[src/rtl/da_sop_param.sv]
// -----------------------------------------------------------------------------
// da_sop_param
// Bit-serial distributed-arithmetic sum-of-products engine.
//   y = sum_k C[k] * x[k]   (N signed inputs, N signed constant coefficients)
// The 2^N-entry LUT is built at elaboration time from COEFF. One input bit
// plane is consumed per cycle, LSB first, so a result takes B cycles.
//
// Ports:
//   clk       rising-edge clock
//   reset     asynchronous active-low reset
//   in_valid  x_in valid
//   in_ready  block idle and able to accept
//   x_in      packed signed inputs, x[k] = x_in[k*B +: B]
//   y_valid   one-cycle strobe, y updated
//   y         signed result, held until the next result
//   lut       current LUT output (test observation)
//
// Optional feature macro: DA_SOP_SAT_EN
//   defined     : narrowing output conversion saturates to the Y_W range
//   not defined : narrowing output conversion wraps (keeps the low Y_W bits)
// -----------------------------------------------------------------------------
module da_sop_param #(
    parameter int               N     = 3,
    parameter int               B     = 4,
    parameter int               C_W   = 3,
    parameter logic [N*C_W-1:0] COEFF = {3'sd1, 3'sd3, 3'sd2},
    parameter int               Y_W   = 7
) (
    input  logic                            clk,
    input  logic                            reset,
    input  logic                            in_valid,
    output logic                            in_ready,
    input  logic [N*B-1:0]                  x_in,
    output logic                            y_valid,
    output logic signed [Y_W-1:0]           y,
    output logic signed [C_W+$clog2(N)-1:0] lut
);

    localparam int L_W   = C_W + $clog2(N);
    localparam int ACC_W = B + L_W;
    localparam int CNT_W = $clog2(B);
    localparam int LUT_N = 2 ** N;
    localparam logic [CNT_W-1:0] CNT_LAST = CNT_W'(B - 1);

    typedef enum logic [0:0] {
        ST_IDLE = 1'b0,
        ST_RUN  = 1'b1
    } state_t;

    // Coefficient k, sign-extended to the LUT width.
    function automatic logic signed [L_W-1:0] coeff_ext(input int k);
        logic signed [C_W-1:0] c;
        c = COEFF[k*C_W +: C_W];
        return L_W'(c);
    endfunction

    // Entry i holds the sum of C[k] over every set bit k of i.
    function automatic logic [LUT_N*L_W-1:0] build_lut();
        logic [LUT_N*L_W-1:0]  tbl;
        logic signed [L_W-1:0] acc;
        tbl = '0;
        for (int i = 0; i < LUT_N; i++) begin
            acc = '0;
            for (int k = 0; k < N; k++) begin
                if (i[k]) begin
                    acc = acc + coeff_ext(k);
                end
            end
            tbl[i*L_W +: L_W] = acc;
        end
        return tbl;
    endfunction

    localparam logic [LUT_N*L_W-1:0] LUT_TBL = build_lut();

    state_t                  state_r;
    state_t                  state_nxt_s;
    logic [CNT_W-1:0]        cnt_r;
    logic [N-1:0][B-1:0]     x_r;
    logic signed [ACC_W-1:0] p_r;
    logic signed [Y_W-1:0]   y_r;
    logic                    y_valid_r;

    logic [N-1:0]            idx_s;
    logic signed [L_W-1:0]   lut_s;
    logic signed [ACC_W-1:0] lut_w_s;
    logic signed [ACC_W-1:0] p_add_s;
    logic signed [ACC_W-1:0] r_s;
    logic signed [Y_W-1:0]   y_conv_s;
    logic                    load_s;
    logic                    last_s;

    // LUT address: current LSB of every input shift register.
    always_comb begin
        idx_s = '0;
        for (int k = 0; k < N; k++) begin
            idx_s[k] = x_r[k][0];
        end
    end

    // LUT read and the two accumulator updates (normal bit / sign bit).
    always_comb begin
        lut_s   = LUT_TBL[int'(idx_s)*L_W +: L_W];
        lut_w_s = ACC_W'(lut_s) <<< (B - 1);
        p_add_s = (p_r >>> 1'b1) + lut_w_s;
        r_s     = (p_r >>> 1'b1) - lut_w_s;
    end

    // Output conversion from accumulator width to Y_W.
    generate
        if (Y_W >= ACC_W) begin : g_ext
            always_comb y_conv_s = Y_W'(r_s);
        end else begin : g_narrow
`ifdef DA_SOP_SAT_EN
            localparam logic signed [ACC_W-1:0] Y_MAX =
                {{(ACC_W-Y_W+1){1'b0}}, {(Y_W-1){1'b1}}};
            localparam logic signed [ACC_W-1:0] Y_MIN =
                {{(ACC_W-Y_W+1){1'b1}}, {(Y_W-1){1'b0}}};
            // Clamp to the representable output range.
            always_comb begin
                if (r_s > Y_MAX) begin
                    y_conv_s = Y_MAX[Y_W-1:0];
                end else if (r_s < Y_MIN) begin
                    y_conv_s = Y_MIN[Y_W-1:0];
                end else begin
                    y_conv_s = r_s[Y_W-1:0];
                end
            end
`else
            // Two's-complement wrap: keep the low Y_W bits.
            always_comb y_conv_s = r_s[Y_W-1:0];
`endif
        end
    endgenerate

    // FSM next-state and control decode.
    always_comb begin
        state_nxt_s = state_r;
        load_s      = 1'b0;
        last_s      = 1'b0;
        case (state_r)
            ST_IDLE: begin
                if (in_valid) begin
                    load_s      = 1'b1;
                    state_nxt_s = ST_RUN;
                end else begin
                    state_nxt_s = ST_IDLE;
                end
            end
            ST_RUN: begin
                if (cnt_r == CNT_LAST) begin
                    last_s      = 1'b1;
                    state_nxt_s = ST_IDLE;
                end else begin
                    state_nxt_s = ST_RUN;
                end
            end
            default: begin
                state_nxt_s = ST_IDLE;
            end
        endcase
    end

    // FSM state register.
    always_ff @(posedge clk or negedge reset) begin
        if (!reset) begin
            state_r <= ST_IDLE;
        end else begin
            state_r <= state_nxt_s;
        end
    end

    // Datapath: input shift registers, accumulator, bit counter, result.
    always_ff @(posedge clk or negedge reset) begin
        if (!reset) begin
            x_r       <= '0;
            p_r       <= '0;
            cnt_r     <= '0;
            y_r       <= '0;
            y_valid_r <= 1'b0;
        end else begin
            y_valid_r <= 1'b0;
            if (load_s) begin
                x_r   <= x_in;
                p_r   <= '0;
                cnt_r <= '0;
            end else if (state_r == ST_RUN) begin
                for (int k = 0; k < N; k++) begin
                    x_r[k] <= {1'b0, x_r[k][B-1:1]};
                end
                if (last_s) begin
                    // Sign-bit plane carries negative weight.
                    y_r       <= y_conv_s;
                    y_valid_r <= 1'b1;
                    cnt_r     <= '0;
                end else begin
                    p_r   <= p_add_s;
                    cnt_r <= cnt_r + CNT_W'(1'b1);
                end
            end else begin
                x_r <= x_r;
            end
        end
    end

    assign in_ready = (state_r == ST_IDLE);
    assign lut      = lut_s;
    assign y        = y_r;
    assign y_valid  = y_valid_r;

endmodule
[config.mk]
export PLATFORM = sky130hd
export DESIGN_NAME = da_sop_param
export DESIGN_NICKNAME = d
export VERILOG_FILES = /design/src/rtl/da_sop_param.sv
export SDC_FILE = /design/constraint.sdc
export NUM_CORES = 1
export LEC_CHECK = 0
export ABC_AREA = 1
export CAP_MARGIN = 15
export CORE_UTILIZATION = 50
export CTS_BUF_LIST = sky130_fd_sc_hd__clkbuf_8
export CTS_CLUSTER_DIAMETER = 40
export DETAILED_ROUTE_END_ITERATION = 8
export PLACE_DENSITY_LB_ADDON = 0.3
export SETUP_SLACK_MARGIN = 0.2
export SYNTH_ARGS = -nofsm -noshare
export SYNTH_HDL_FRONTEND = slang
export SYNTH_SLANG_ARGS = --single-unit
export TNS_END_PERCENT = 20
[constraint.sdc]
create_clock -name clk -period 3.5 [get_ports clk]
set_clock_uncertainty 0.2 [all_clocks]
set_input_delay 0.7 -clock clk [delete_from_list [all_inputs] [get_ports clk]]
set_output_delay 0.7 -clock clk [all_outputs]
set_load 0.01 [all_outputs]
==> flow_summary.toml <==
[final_layout]
drive_above_1_share_pct = 8.42
area.growth.synth_to_final_pct = 24.4
num_antenna_cells = 0
layout.cells.non_filler = 233
fin_util_pct = 67.5
num-nets-final = 227

[synth]
netlist_area_um2 = 1540
synth_cell_types = 22
synth_edf_count = 0
synth-adder-area-share_pct = 9.94
ys_warn_count = 0
synth_async_sr_flop_share_pct = 100
synthXorXnorAreaFrac_pct = 1.71
ys_top_cells_by_area = "dfrtp_1 (51%), nand2_1 (13%), ha_1 (7.3%), nand3_1 (5.5%), inv_1 (3.7%)"
synth_top_family_by_area = "simple AND/OR/NAND/NOR gates"
ys_seq_area_share_pct = 50.5
ys_ff_latch = 31
synthCells = 172
yosys.area_share.simple_pct = 21.3
synth_top_area_share_pct = 50.5
synth-main-ff-cell = "dfrtp_1"
synth.area.mux_share_pct = 0
synth_area_per_cell_um2 = 8.93
synth_compound_area_share_pct = 9.13
synth_largest_area_cell = "dfrtp_1"

[timing]
tightest_slew_ns = 0.640
whs_ns = 0.279
clock.fmax_mhz = 334
setup_viol = 0
finalSetupTns_ns = 0
rsz0062_at_grt = "no"
hold_viol = 0
slew_viol_final = 0
finalCritPeriodShare_pct = 85.5
slew_headroom_pct = 57.3
timing.final.ws_setup_ns = 0.506
period_minus_slack_ns = 2.99

[die]
start_util_pct = 54.3
std_cell_rows = 19
die_area_um2 = 3300
coreArea_um2 = 2830
die_h_um = 57.4
io_pins = 29
dieWidth_um = 57.4

[worst_setup_path]
cp_top_family = "buffers and inverters"
crit_path_end_kind = "output port"
crit_arrival_ns = 2.09
ff2ff_setup_slack_ns = 0.97
critPathMaxStageDelay_ns = 0.64
r2r_end = "p_r[7]"
crit_slowest_cell = "clkdlybuf4s50_1"
worstRegToRegCells = 11
critPathRequiredTime_ns = 2.60
cp_max_fo = 4
crit_path_end = "lut[1]"
worstPathCellList = "ha_1 > inv_1 > o21ai_0 > clkdlybuf4s50_1"
crit-reg2reg-launch = "idx_s[1]"
critPathBufInv = 2
worstSetupPathDepth = 4
crit_start = "idx_s[1]"
start_kind = "register"
critPathKind = "reg -> out"

[clock_tree]
htreeDepth = 2
postCtsResizedCells = 0
cts_buffers = 5
cts_tree = "yes"
cts_setup_buffers = 0
insertion_delay_ns = 0.28
cts_sinks = 31
clkSlewWorstSetupHoldPaths_ns = 0.06
cts.hold.buffers_added = 0
clk_path_buf_depth = 2
ctsRootBufferMaster = "clkbuf_8"

[routing]
drt-total-wl_um = 3040
vias = 1223
post-route-drc-count = 3
ant_nets = 0
routedWlPerCell_um = 13.0
via_per_inst = 5.25
drt_iter0_markers = 74
dr.pass1.iters = 6

[global_route]
antenna_found_initial = 0
gr-usage-all-layers_pct = 22.3
overflow = 0
grt_pass1_vias = 1238
grt_max_degree = 32
grt_pass1_wl_um = 5420

[place]
dp_hpwl_um = 2250
placed_cells = 225
dp_slack_ns = 0.793
port_buffers = 26
place_congestion = 0.859

[power_and_ir_drop]
powerDensity_nw_per_um2 = 840
p_leak_nw = 0.952
irDropWorstVdd_mv = 0.538

[status]
violations = "design-rule violations"
status = "complete, but fails checks"

[run]
max_cap_violations = 0

[min_path]
hold_path_class = "reg -> reg"
==> per-layer routing <==
| metal | part of all wire, % | track usage, % |
|---|---|---|
| met3 | 4.8 | 6.12 |
| met4 | 2.0 | 9.41 |
| met1 | 46 | 29.0 |
| met5 | 0 | 0 |
| met2 | 47 | 35.0 |
==> placed cells by master, fill, tap and decap left out, types with 2 or more instances in the layout <==
cell type / n
o22ai_1: 2
ha_1: 9
dfrtp_1: 31
inv_1: 16
fa_1: 2
clkbuf_8: 7
a21oi_1: 6
xor2_1: 2
nand3_1: 17
o21ai_1: 8
nor2_4: 2
conb_1: 2
clkdlybuf4s50_1: 26
a22o_1: 4
o21ai_0: 3
inv_2: 5
nand2_1: 54
==> worst min-delay path, stage by stage, from the launching register on <==
cell and delay (ns):
dfrtp_1 0.34, nand2_1 0.05, nand2_1 0.05
==> layout make-up <==
class                   count  area [um^2]
fillers                   237          918
flip-flops and latches     31          776
multi-input cells         116          653
repair buffers             27          268
clock buffers               7         96.3
inverters                  20         75.1
well taps                  31         38.8
clock inverters             1         3.75
==> through the flow <==
step	total power [mW]	instance area [um^2]
global placement	1.28	1810
floorplan	1.04	1540
CTS	1.62	1910
detailed placement	1.31	1810
finish	1.60	1910
global route	1.75	1910
==> synth_stat cells (3+ instances only) <==
cell type / n
o21ai_1: 8
a21oi_1: 6
nand3_1: 17
a22o_1: 4
inv_2: 5
inv_1: 15
ha_1: 9
dfrtp_1: 31
nand2_1: 54
buf_2: 4
o21ai_0: 3
==> registers in the layout, summed over array words and instances (netlist names) <==
name     cells
cnt_r        2
idx_s        3
p_r          8
state_r      1
x_r          9
y            7
y_valid      1
==> kinds of logic after synthesis <==
| family | count (synthesis) |
|---|---|
| AOI/OAI and AO/OA | 24 |
| adders and majority gates | 11 |
| xor gates and xnor gates | 3 |
| buffers and inverters | 26 |
| other | 1 |
| and+or+nand+nor | 76 |
| DFF | 31 |
==> report_power, final <==
group | internal [mW] | total [mW] | switching, mW | leakage (nW)
Clock | 0.176 | 0.301 | 0.125 | 0.0557
Sequential | 0.493 | 0.589 | 0.0963 | 0.401
Combinational | 0.325 | 0.714 | 0.389 | 0.496
Total | 0.994 | 1.60 | 0.611 | 0.952
==> worst min path at each step <==
| stage | start | to | depth (start not counted) | slack (ns) |
|---|---|---|---|---|
| 3_3_place_gp | cnt_r[0] | cnt_r[0] | 1 | 0.27 |
| 2_1_floorplan | reset | cnt_r[0] | 0 | 0.20 |
| 4_1_cts | cnt_r[0] | cnt_r[0] | 1 | 0.28 |
| 6_report | y[6] | y[6] | 2 | 0.28 |
| 3_5_place_dp | y[6] | y[6] | 2 | 0.27 |
| 5_1_grt | cnt_r[0] | cnt_r[0] | 1 | 0.31 |
Note: power is estimated with default switching activity, not from simulation.
